### src/rtl/input_arbiter_pkg.sv
// Shared definitions for the PLC input register bank arbiter.
//   state_e        : controller states (BOOT, LOAD, RUN)
//   DEFAULT_ADDR_W : default input bit address width
//   INPUT_BANK_W   : width of the input register bank
//   CNT_W          : width of the optional contention counter
package input_arbiter_pkg;

  typedef enum logic [1:0] {
    ST_BOOT = 2'd0,
    ST_LOAD = 2'd1,
    ST_RUN  = 2'd2
  } state_e;

  localparam int DEFAULT_ADDR_W = 4;
  localparam int INPUT_BANK_W   = 16;
  localparam int CNT_W          = 16;

endpackage

### src/rtl/input_register_arbiter_rr_arbiter.sv
// rr_arbiter: purely combinational one-hot round-robin pick.
// The search starts at ptr_i and wraps upward through the request vector.
// Ports:
//   req_i [NUM_CORES] : request vector
//   ptr_i [PTR_W]     : index with highest priority this cycle
//   gnt_o [NUM_CORES] : one-hot grant, zero when no request is set
module rr_arbiter #(
  parameter int NUM_CORES = 4,
  parameter int PTR_W     = (NUM_CORES > 1) ? $clog2(NUM_CORES) : 1
) (
  input  logic [NUM_CORES-1:0] req_i,
  input  logic [PTR_W-1:0]     ptr_i,
  output logic [NUM_CORES-1:0] gnt_o
);

  logic [2*NUM_CORES-1:0] req_dbl;
  logic [NUM_CORES-1:0]   req_rot;
  logic [NUM_CORES-1:0]   pick_rot;

  always_comb begin
    // Rotate right so the pointer position lands on bit 0.
    req_dbl  = {req_i, req_i};
    req_rot  = NUM_CORES'(req_dbl >> ptr_i);
    // Isolate the lowest set bit: first requester at or after the pointer.
    pick_rot = req_rot & (~req_rot + NUM_CORES'(1));
    // Rotate back: right shift by (NUM_CORES - ptr) equals left rotate by ptr.
    gnt_o    = NUM_CORES'({pick_rot, pick_rot} >> (NUM_CORES - int'(ptr_i)));
  end

endmodule

### src/rtl/input_register_arbiter.sv
// input_register_arbiter: controller and round-robin arbiter sharing the
// single bit-read port of the PLC input register bank among NUM_CORES cores.
// It also sequences the input snapshot (LoadInput pulse after reset and on
// every scan-start request), blocking core reads in the load cycle.
// Optional feature macro: INPUT_ARBITER_CONTENTION_CNT_EN adds a saturating
// 16-bit count of cycles in which some asserted request went ungranted.
// Ports:
//   CLK, RST                   : clock, synchronous active-high reset
//   INPUTARBITER_ScanStart     : one-cycle request for a new snapshot
//   INPUTARBITER_ScanBusy      : high in BOOT and LOAD
//   INPUTARBITER_Req/Addr      : per-core read request and bit address
//   INPUTARBITER_Gnt           : combinational one-hot grant
//   INPUTARBITER_RdValid/Data  : registered per-core read return
//   INPUTARBITER_RegEN/LoadInput/InADDR/InDATA : bank interface
//   INPUTARBITER_ContentionCnt : (optional) contention counter
module input_register_arbiter
  import input_arbiter_pkg::*;
#(
  parameter int NUM_CORES = 4,
  parameter int ADDR_W    = DEFAULT_ADDR_W
) (
  input  logic                        CLK,
  input  logic                        RST,
  input  logic                        INPUTARBITER_ScanStart,
  output logic                        INPUTARBITER_ScanBusy,
  input  logic [NUM_CORES-1:0]        INPUTARBITER_Req,
  input  logic [NUM_CORES*ADDR_W-1:0] INPUTARBITER_Addr,
  output logic [NUM_CORES-1:0]        INPUTARBITER_Gnt,
  output logic [NUM_CORES-1:0]        INPUTARBITER_RdValid,
  output logic [NUM_CORES-1:0]        INPUTARBITER_RdData,
  output logic                        INPUTARBITER_RegEN,
  output logic                        INPUTARBITER_RegLoadInput,
  output logic [ADDR_W-1:0]           INPUTARBITER_RegInADDR,
  input  logic                        INPUTARBITER_RegInDATA
`ifdef INPUT_ARBITER_CONTENTION_CNT_EN
  ,
  output logic [CNT_W-1:0]            INPUTARBITER_ContentionCnt
`endif
);

  localparam int PTR_W = (NUM_CORES > 1) ? $clog2(NUM_CORES) : 1;

  state_e               state_q;
  logic                 busy_q;
  logic                 load_q;
  logic [PTR_W-1:0]     ptr_q, ptr_d;
  logic [NUM_CORES-1:0] rdvalid_q;
  logic [NUM_CORES-1:0] rddata_q, rddata_d;
  logic [NUM_CORES-1:0] rr_gnt;
  logic [NUM_CORES-1:0] gnt;
  logic [ADDR_W-1:0]    addr_sel;

  rr_arbiter #(
    .NUM_CORES (NUM_CORES),
    .PTR_W     (PTR_W)
  ) u_rr (
    .req_i (INPUTARBITER_Req),
    .ptr_i (ptr_q),
    .gnt_o (rr_gnt)
  );

  // Grant path: only RUN may grant; selects address, next pointer and read bit.
  always_comb begin
    gnt      = (state_q == ST_RUN) ? rr_gnt : '0;
    addr_sel = '0;
    ptr_d    = ptr_q;
    rddata_d = rddata_q;
    for (int i = 0; i < NUM_CORES; i++) begin
      if (gnt[i]) begin
        addr_sel    = INPUTARBITER_Addr[ADDR_W*i +: ADDR_W];
        ptr_d       = PTR_W'((i + 1) % NUM_CORES);
        rddata_d[i] = INPUTARBITER_RegInDATA;
      end
    end
  end

  // Controller FSM: ScanBusy and LoadInput are registered alongside the state.
  always_ff @(posedge CLK) begin
    if (RST) begin
      state_q <= ST_BOOT;
      busy_q  <= 1'b1;
      load_q  <= 1'b0;
    end else begin
      case (state_q)
        ST_BOOT: begin
          state_q <= ST_LOAD;
          busy_q  <= 1'b1;
          load_q  <= 1'b1;
        end
        ST_LOAD: begin
          // A ScanStart seen here is intentionally dropped.
          state_q <= ST_RUN;
          busy_q  <= 1'b0;
          load_q  <= 1'b0;
        end
        ST_RUN: begin
          if (INPUTARBITER_ScanStart) begin
            state_q <= ST_LOAD;
            busy_q  <= 1'b1;
            load_q  <= 1'b1;
          end else begin
            busy_q  <= 1'b0;
            load_q  <= 1'b0;
          end
        end
        default: begin
          state_q <= ST_BOOT;
          busy_q  <= 1'b1;
          load_q  <= 1'b0;
        end
      endcase
    end
  end

  // Read return and pointer; reset discards any grant of the reset cycle.
  always_ff @(posedge CLK) begin
    if (RST) begin
      ptr_q     <= '0;
      rdvalid_q <= '0;
      rddata_q  <= '0;
    end else begin
      ptr_q     <= ptr_d;
      rdvalid_q <= gnt;
      rddata_q  <= rddata_d;
    end
  end

`ifdef INPUT_ARBITER_CONTENTION_CNT_EN
  logic [CNT_W-1:0] cnt_q, cnt_d;

  // Any waiting requester counts, whatever the state; saturates at all-ones.
  always_comb begin
    cnt_d = cnt_q;
    if (|(INPUTARBITER_Req & ~gnt) && (cnt_q != '1)) begin
      cnt_d = cnt_q + CNT_W'(1);
    end
  end

  always_ff @(posedge CLK) begin
    if (RST) begin
      cnt_q <= '0;
    end else begin
      cnt_q <= cnt_d;
    end
  end

  assign INPUTARBITER_ContentionCnt = cnt_q;
`endif

  assign INPUTARBITER_Gnt          = gnt;
  assign INPUTARBITER_ScanBusy     = busy_q;
  assign INPUTARBITER_RegLoadInput = load_q;
  assign INPUTARBITER_RegEN        = |gnt;
  assign INPUTARBITER_RegInADDR    = addr_sel;
  assign INPUTARBITER_RdValid      = rdvalid_q;
  assign INPUTARBITER_RdData       = rddata_q;

endmodule

### config.mk
export PLATFORM = sky130hd
export DESIGN_NAME = input_register_arbiter
export DESIGN_NICKNAME = d
export VERILOG_FILES = /design/src/rtl/input_arbiter_pkg.sv /design/src/rtl/input_register_arbiter_rr_arbiter.sv /design/src/rtl/input_register_arbiter.sv
export SDC_FILE = /design/constraint.sdc
export NUM_CORES = 1
export LEC_CHECK = 0
export CAP_MARGIN = 20
export CORE_ASPECT_RATIO = 0.5
export CORE_MARGIN = 3
export CORE_UTILIZATION = 25
export CTS_CLUSTER_DIAMETER = 150
export DETAILED_ROUTE_END_ITERATION = 8
export MAX_ROUTING_LAYER = met4
export PLACE_DENSITY = 0.55
export SKIP_LAST_GASP = 1
export SYNTH_ARGS = -nofsm -noshare
export SYNTH_HDL_FRONTEND = slang
export SYNTH_SLANG_ARGS = --single-unit
### constraint.sdc
create_clock -name CLK -period 3.25 [get_ports CLK]
set_clock_uncertainty 0.2 [all_clocks]
set_input_delay 0.65 -clock CLK [delete_from_list [all_inputs] [get_ports CLK]]
set_output_delay 0.65 -clock CLK [all_outputs]
set_load 0.02 [all_outputs]
# [Word level (Yosys, flattened, before mapping)]
# Cells that the tools add are included.
[totals] input_bits=24 ff_bits=14
[op_classes] n_bitwise=2 n_eq_ne=3 n_shift=2 mux=13 add_sub_neg=2 reduce_logical=4
[op_table] op="8-bit by 32-bit right shift with 4-bit output" n=1
[op_table] op="4-bit 2-to-1 mux" n=5
[op_table] op="2-bit 2-to-1 mux" n=4
[op_table] op="8-bit by 2-bit right shift with 4-bit output" n=1
[op_table] op="2-bit one-hot mux with 3 select lines" n=1
[op_table] op="4-bit by 1-bit adder with 4-bit output (second input constant)" n=1
[op_table] op="4-bit bitwise AND" n=1
[op_table] op="4-bit NOT" n=1
[op_table] op="1-bit one-hot mux with 2 select lines" n=2
[op_table] op="4-bit OR reduction" n=1
[op_table] op="3-bit by 2-bit subtractor with 4-bit output (first input constant)" n=1
[op_table] op="3-bit nonzero test" n=1
[op_table] op="2-bit by 1-bit == test with 1-bit output (second input constant)" n=1
[op_table] op="2-bit == test (second input constant)" n=1
[op_table] op="2-bit zero test" n=1
[op_table] op="2-bit != test (second input constant)" n=1
[op_table] op="2-bit OR reduction" n=1
[op_table] op="1-bit 2-to-1 mux" n=1

# [Logic depth before layout (Yosys ltp)]
# Gate-level depths: netlist of the first run.
[logic_depth] ltp_word=10 mapped_depth=9 ltp_nobuf=7

# [By module]
# Synthesis of the first run repeated with hierarchy kept, for this count alone.
[hier_totals] cells_unflattened=119 hier_area_um2=888.4
[by_module_without_submodules] module="input_register_arbiter" seq_area_each_um2=280.3 instances=1 area_per_inst_um2=650.6 cells_per_inst=84
[by_module_without_submodules] module="rr_arbiter" seq_area_each_um2=0.0 instances=1 area_per_inst_um2=237.7 cells_per_inst=35

# [Least setup slack after synthesis of the first run]
# No wires, ideal clock.
[synth_path] path_kind="in2out" start="input INPUTARBITER_Req[1]" end="output INPUTARBITER_RegInADDR[0]" setup_slack_ps=-54 required_ps=2400 arrival_time_ps=2454 cell_stages=7 path_cell_list="buf_2 or3b_2 a2111oi_4 o21ai_2 and2_0 clkbuf_1 a41oi_1"
[synth_between] elab_chain_cells=10
[synth_rtl] element="from (decl)" line_no="input_register_arbiter.sv:26" source="input logic [NUM_CORES-1:0] INPUTARBITER_Req,"
[synth_rtl] element="8-bit by 2-bit right shift with 4-bit output *" line_no="input_register_arbiter_rr_arbiter.sv:23" source="req_rot = NUM_CORES'(req_dbl >> ptr_i);"
[synth_rtl] element="4-bit NOT" line_no="input_register_arbiter_rr_arbiter.sv:25" source="pick_rot = req_rot & (~req_rot + NUM_CORES'(1));"
[synth_rtl] element="4-bit by 1-bit adder with 4-bit output" line_no="input_register_arbiter_rr_arbiter.sv:25"
[synth_rtl] element="4-bit bitwise AND *" line_no="input_register_arbiter_rr_arbiter.sv:25"
[synth_rtl] element="8-bit by 32-bit right shift with 4-bit output *" line_no="input_register_arbiter_rr_arbiter.sv:27" source="gnt_o = NUM_CORES'({pick_rot, pick_rot} >> (NUM_CORES - int'(ptr_i)));"
[synth_rtl] element="4-bit 2-to-1 mux *" line_no="input_register_arbiter.sv:64" source="gnt = (state_q == ST_RUN) ? rr_gnt : '0;"
[synth_rtl] element="4-bit 2-to-1 mux (3 in series)" line_no="input_register_arbiter.sv:69" source="if (gnt[i]) begin"
[synth_rtl] element="4-bit 2-to-1 mux *" line_no="input_register_arbiter.sv:69"
[synth_rtl] element="to (decl)" line_no="input_register_arbiter.sv:33" source="output logic [ADDR_W-1:0] INPUTARBITER_RegInADDR,"
# Every way passes the cells marked *; elsewhere a longest branch is shown, timed or not.

# [Worst setup path in the final report of the first run]
[layout_path] start="input INPUTARBITER_Req[2]" end="output INPUTARBITER_RegInADDR[2]"
# The elaborated chain is that of the path after synthesis.

==> impl_metrics.json, run 1 <==
{
  "outcome": "finished clean",
  "hold_path_class": "reg2reg",
  "vias_per_cell": 4.70,
  "hold_viol": 0,
  "avgRoutedWirePerCell_um": 13.3,
  "place_hpwl_mm": 2.50,
  "antenna_left": 0,
  "critPathKind": "in2out",
  "peakVddDrop_v": 0.000311,
  "cts_hold_buf": 0,
  "cp.arrival_ps": 2350,
  "wl_met3_um": 161,
  "clock_latency_ps": 240,
  "syn_nets": 139,
  "worst_path_largest_cell_delay_ps": 470,
  "vias": 1138,
  "antennaDiodeCount": 0,
  "finalMaxSlewViolations": 0,
  "crit_path_top_delay_cell": "a2111o_1",
  "route.detailed.drc": 0,
  "synth_warnings": 0,
  "grt_pass1_vias": 1114,
  "cts_tree": "done",
  "syn_avg_cell_area_um2": 8.55,
  "die-area_um2": 4730,
  "drv_cap": 0,
  "grt-ovfl-total": 0,
  "cts_sinks": 14,
  "coreArea_um2": 3580,
  "ys_types": 44,
  "r2r_start": "ptr_q[1]$_SDFFE_PP0P_",
  "worst_ep_required_time_ps": 2400,
  "nets": 218,
  "regArea_um2": 282,
  "drive_above_1_share_pct": 41.4,
  "grt_pass1_wl_mm": 5.15,
  "drt_iter0_markers": 26,
  "p_leak_nw": 0.712,
  "worst_slack_ps": 47.5,
  "die_w_um": 94.3,
  "tightest_slew_ps": 528,
  "cts_buffer_depth": 2,
  "wl_met2_mm": 1.39,
  "antenna_found_initial": 0,
  "layout_common_cells": "buf_4 (42), clkdlybuf4s50_1 (29), dfxtp_1 (13)",
  "async_flop_share_pct": 0,
  "worst_setup_path_start_kind": "input port",
  "final_common_cell": "buf_4",
  "drt-pass1-iter-count": 4,
  "synth_edf_count": 0,
  "fin_crit_ps": 3200,
  "multi_input_area_um2": 686,
  "drt-met1-wl_mm": 1.65,
  "cts_root_buffer": "clkbuf_8",
  "io_pins": 43,
  "setup_violations": 0,
  "grt_max_degree": 14,
  "routabilityCongestion": 0.845,
  "syn2layout_area_growth_pct": 81.5,
  "ys_seq_area_share_pct": 28.8,
  "hp-start": "state_q[0]$_SDFFE_PP0P_",
  "clock.fmax_mhz": 312,
  "cp_max_fo": 6,
  "htreeDepth": 1,
  "startpoint": "INPUTARBITER_Req[2]",
  "port_buffers": 42,
  "min_period_over_period_pct": 98.5,
  "syn_area_um2": 975,
  "clkSlewWorstSetupHoldPaths_ps": 50,
  "numCtsBuffers": 3,
  "path_cells": "buf_6 > or3b_1 > a2111o_1 > a21oi_4 > o21ai_1 > a41oi_2 > buf_4",
  "fp-row-count": 15,
  "end_kind": "primary output",
  "ys.flop_type": "dfxtp_1",
  "routed_wl_mm": 3.22,
  "power.density_nw_per_um2": 262,
  "yosys_register_bits": 14,
  "top_layer": "met4",
  "pre_cts_slack_ps": -859,
  "rsz0062_at_grt": "yes",
  "grt_use_total_pct": 14.2,
  "nFillCells": 356,
  "die_h_um": 50.2,
  "relSlewSlack_pct": 64.7,
  "setup_tns_ps": 0,
  "synthesis.instances": 114,
  "postLayoutCoreUtil_pct": 49.4,
  "start_util_pct": 27.2
}
-- cell type report --
class                   count  area share (%)
repair buffers             80            37.5
multi-input cells          85            38.8
flip-flops and latches     14            15.9
inverters                   9            1.91
well taps                  51            3.61
clock buffers               3            2.33
-- where the power goes --
group / total (mW) / leakage [nW] / switching (mW) / internal (mW)
combinational: 0.143 / 0.576 / 0.0625 / 0.0808
clock: 0.138 / 0.0216 / 0.0562 / 0.0818
sequential: 0.183 / 0.115 / 0.00388 / 0.179
-- stage by stage --
stage	total power [mW]	cells	cell area [µm²]	hold slack, ps
5_1_grt	0.489	242	1770	289
4_1_cts	0.467	240	1730	262
3_5_place_dp	0.327	236	1690	258
2_1_floorplan	0.246	114	975	228
6_report	0.464	242	1770	261
3_3_place_gp	0.328	236	1690	252
-- final timing paths --
kind | endpoint | slack (ps) | depth (start not counted)
hold reg to reg | INPUTARBITER_RegLoadInput$_SDFF_PP0_ | 260 | 1
setup / recovery | INPUTARBITER_RegInADDR[2] | 50 | 7
setup reg to reg | ptr_q[0]$_SDFFE_PP0P_ | 680 | 9
hold / removal | INPUTARBITER_RegLoadInput$_SDFF_PP0_ | 260 | 1
-- routing by layer --
layer	GRT usage, %	up-vias
li1	-	581
met1	19.8	525
met2	20.9	27
met3	3.29	5
met4	2.88	0
met5	-	-
-- worst max-delay path: cells and delay by family --
| kind | cells | cell delay (ps) |
|---|---|---|
| AOI/OAI and AO/OA | 4 | 1070 |
| buffers and inverters | 2 | 260 |
| and+or+nand+nor | 1 | 370 |
-- synthesized netlist by cell type, types with 2 or more instances --
library cell | instances | area share [%]
a311oi_1 | 3 | 2.7
a211oi_1 | 2 | 1.5
nand3b_1 | 3 | 2.3
inv_1 | 8 | 3.1
nor2b_1 | 5 | 3.2
o21ai_0 | 15 | 7.7
clkbuf_1 | 3 | 1.2
nand2_1 | 2 | 0.77
buf_2 | 2 | 1.0
or3b_2 | 3 | 2.7
nor3_1 | 2 | 1.0
a41oi_1 | 4 | 3.6
a21oi_1 | 9 | 4.6
dfxtp_1 | 14 | 29
a2111oi_4 | 2 | 5.6
nand3_1 | 3 | 1.5
nor2_1 | 7 | 2.7
-- flip-flops by register name (all words and copies together), names as in the netlist --
| register | count |
|---|---|
| INPUTARBITER_RdData | 4 |
| INPUTARBITER_RdValid | 4 |
| ptr_q | 2 |
| state_q | 2 |
| INPUTARBITER_RegLoadInput | 1 |
| INPUTARBITER_ScanBusy | 1 |
-- cells by family after synthesis --
kind of cell	synth area share [%]
buf+inv	7.06
fa+ha+maj	1.28
flops	28.8
simple gates	24.9
compound gates	34.3
mux	3.72
-- repair_timing --
item	4_1_cts	5_1_grt
buffers inserted	1	2
hold endpoints to repair	0	0
cloned	0	0
gates resized for setup	71	15
pin swaps	12	6
setup endpoints to repair	9	7
(Power assumes the default switching activity.)
==> run 2, diff against run 1 <==
--- a/config.mk
+++ b/config.mk
@@ -5,6 +5,7 @@
 export SDC_FILE = /design/constraint.sdc
 export NUM_CORES = 1
 export LEC_CHECK = 0
+export ABC_CLOCK_PERIOD_IN_PS = 3250
 export CAP_MARGIN = 20
 export CORE_ASPECT_RATIO = 0.5
 export CORE_MARGIN = 3
==> results of run 2 <==
No change in the layout: final DEF, timing and power equal those of run 1.
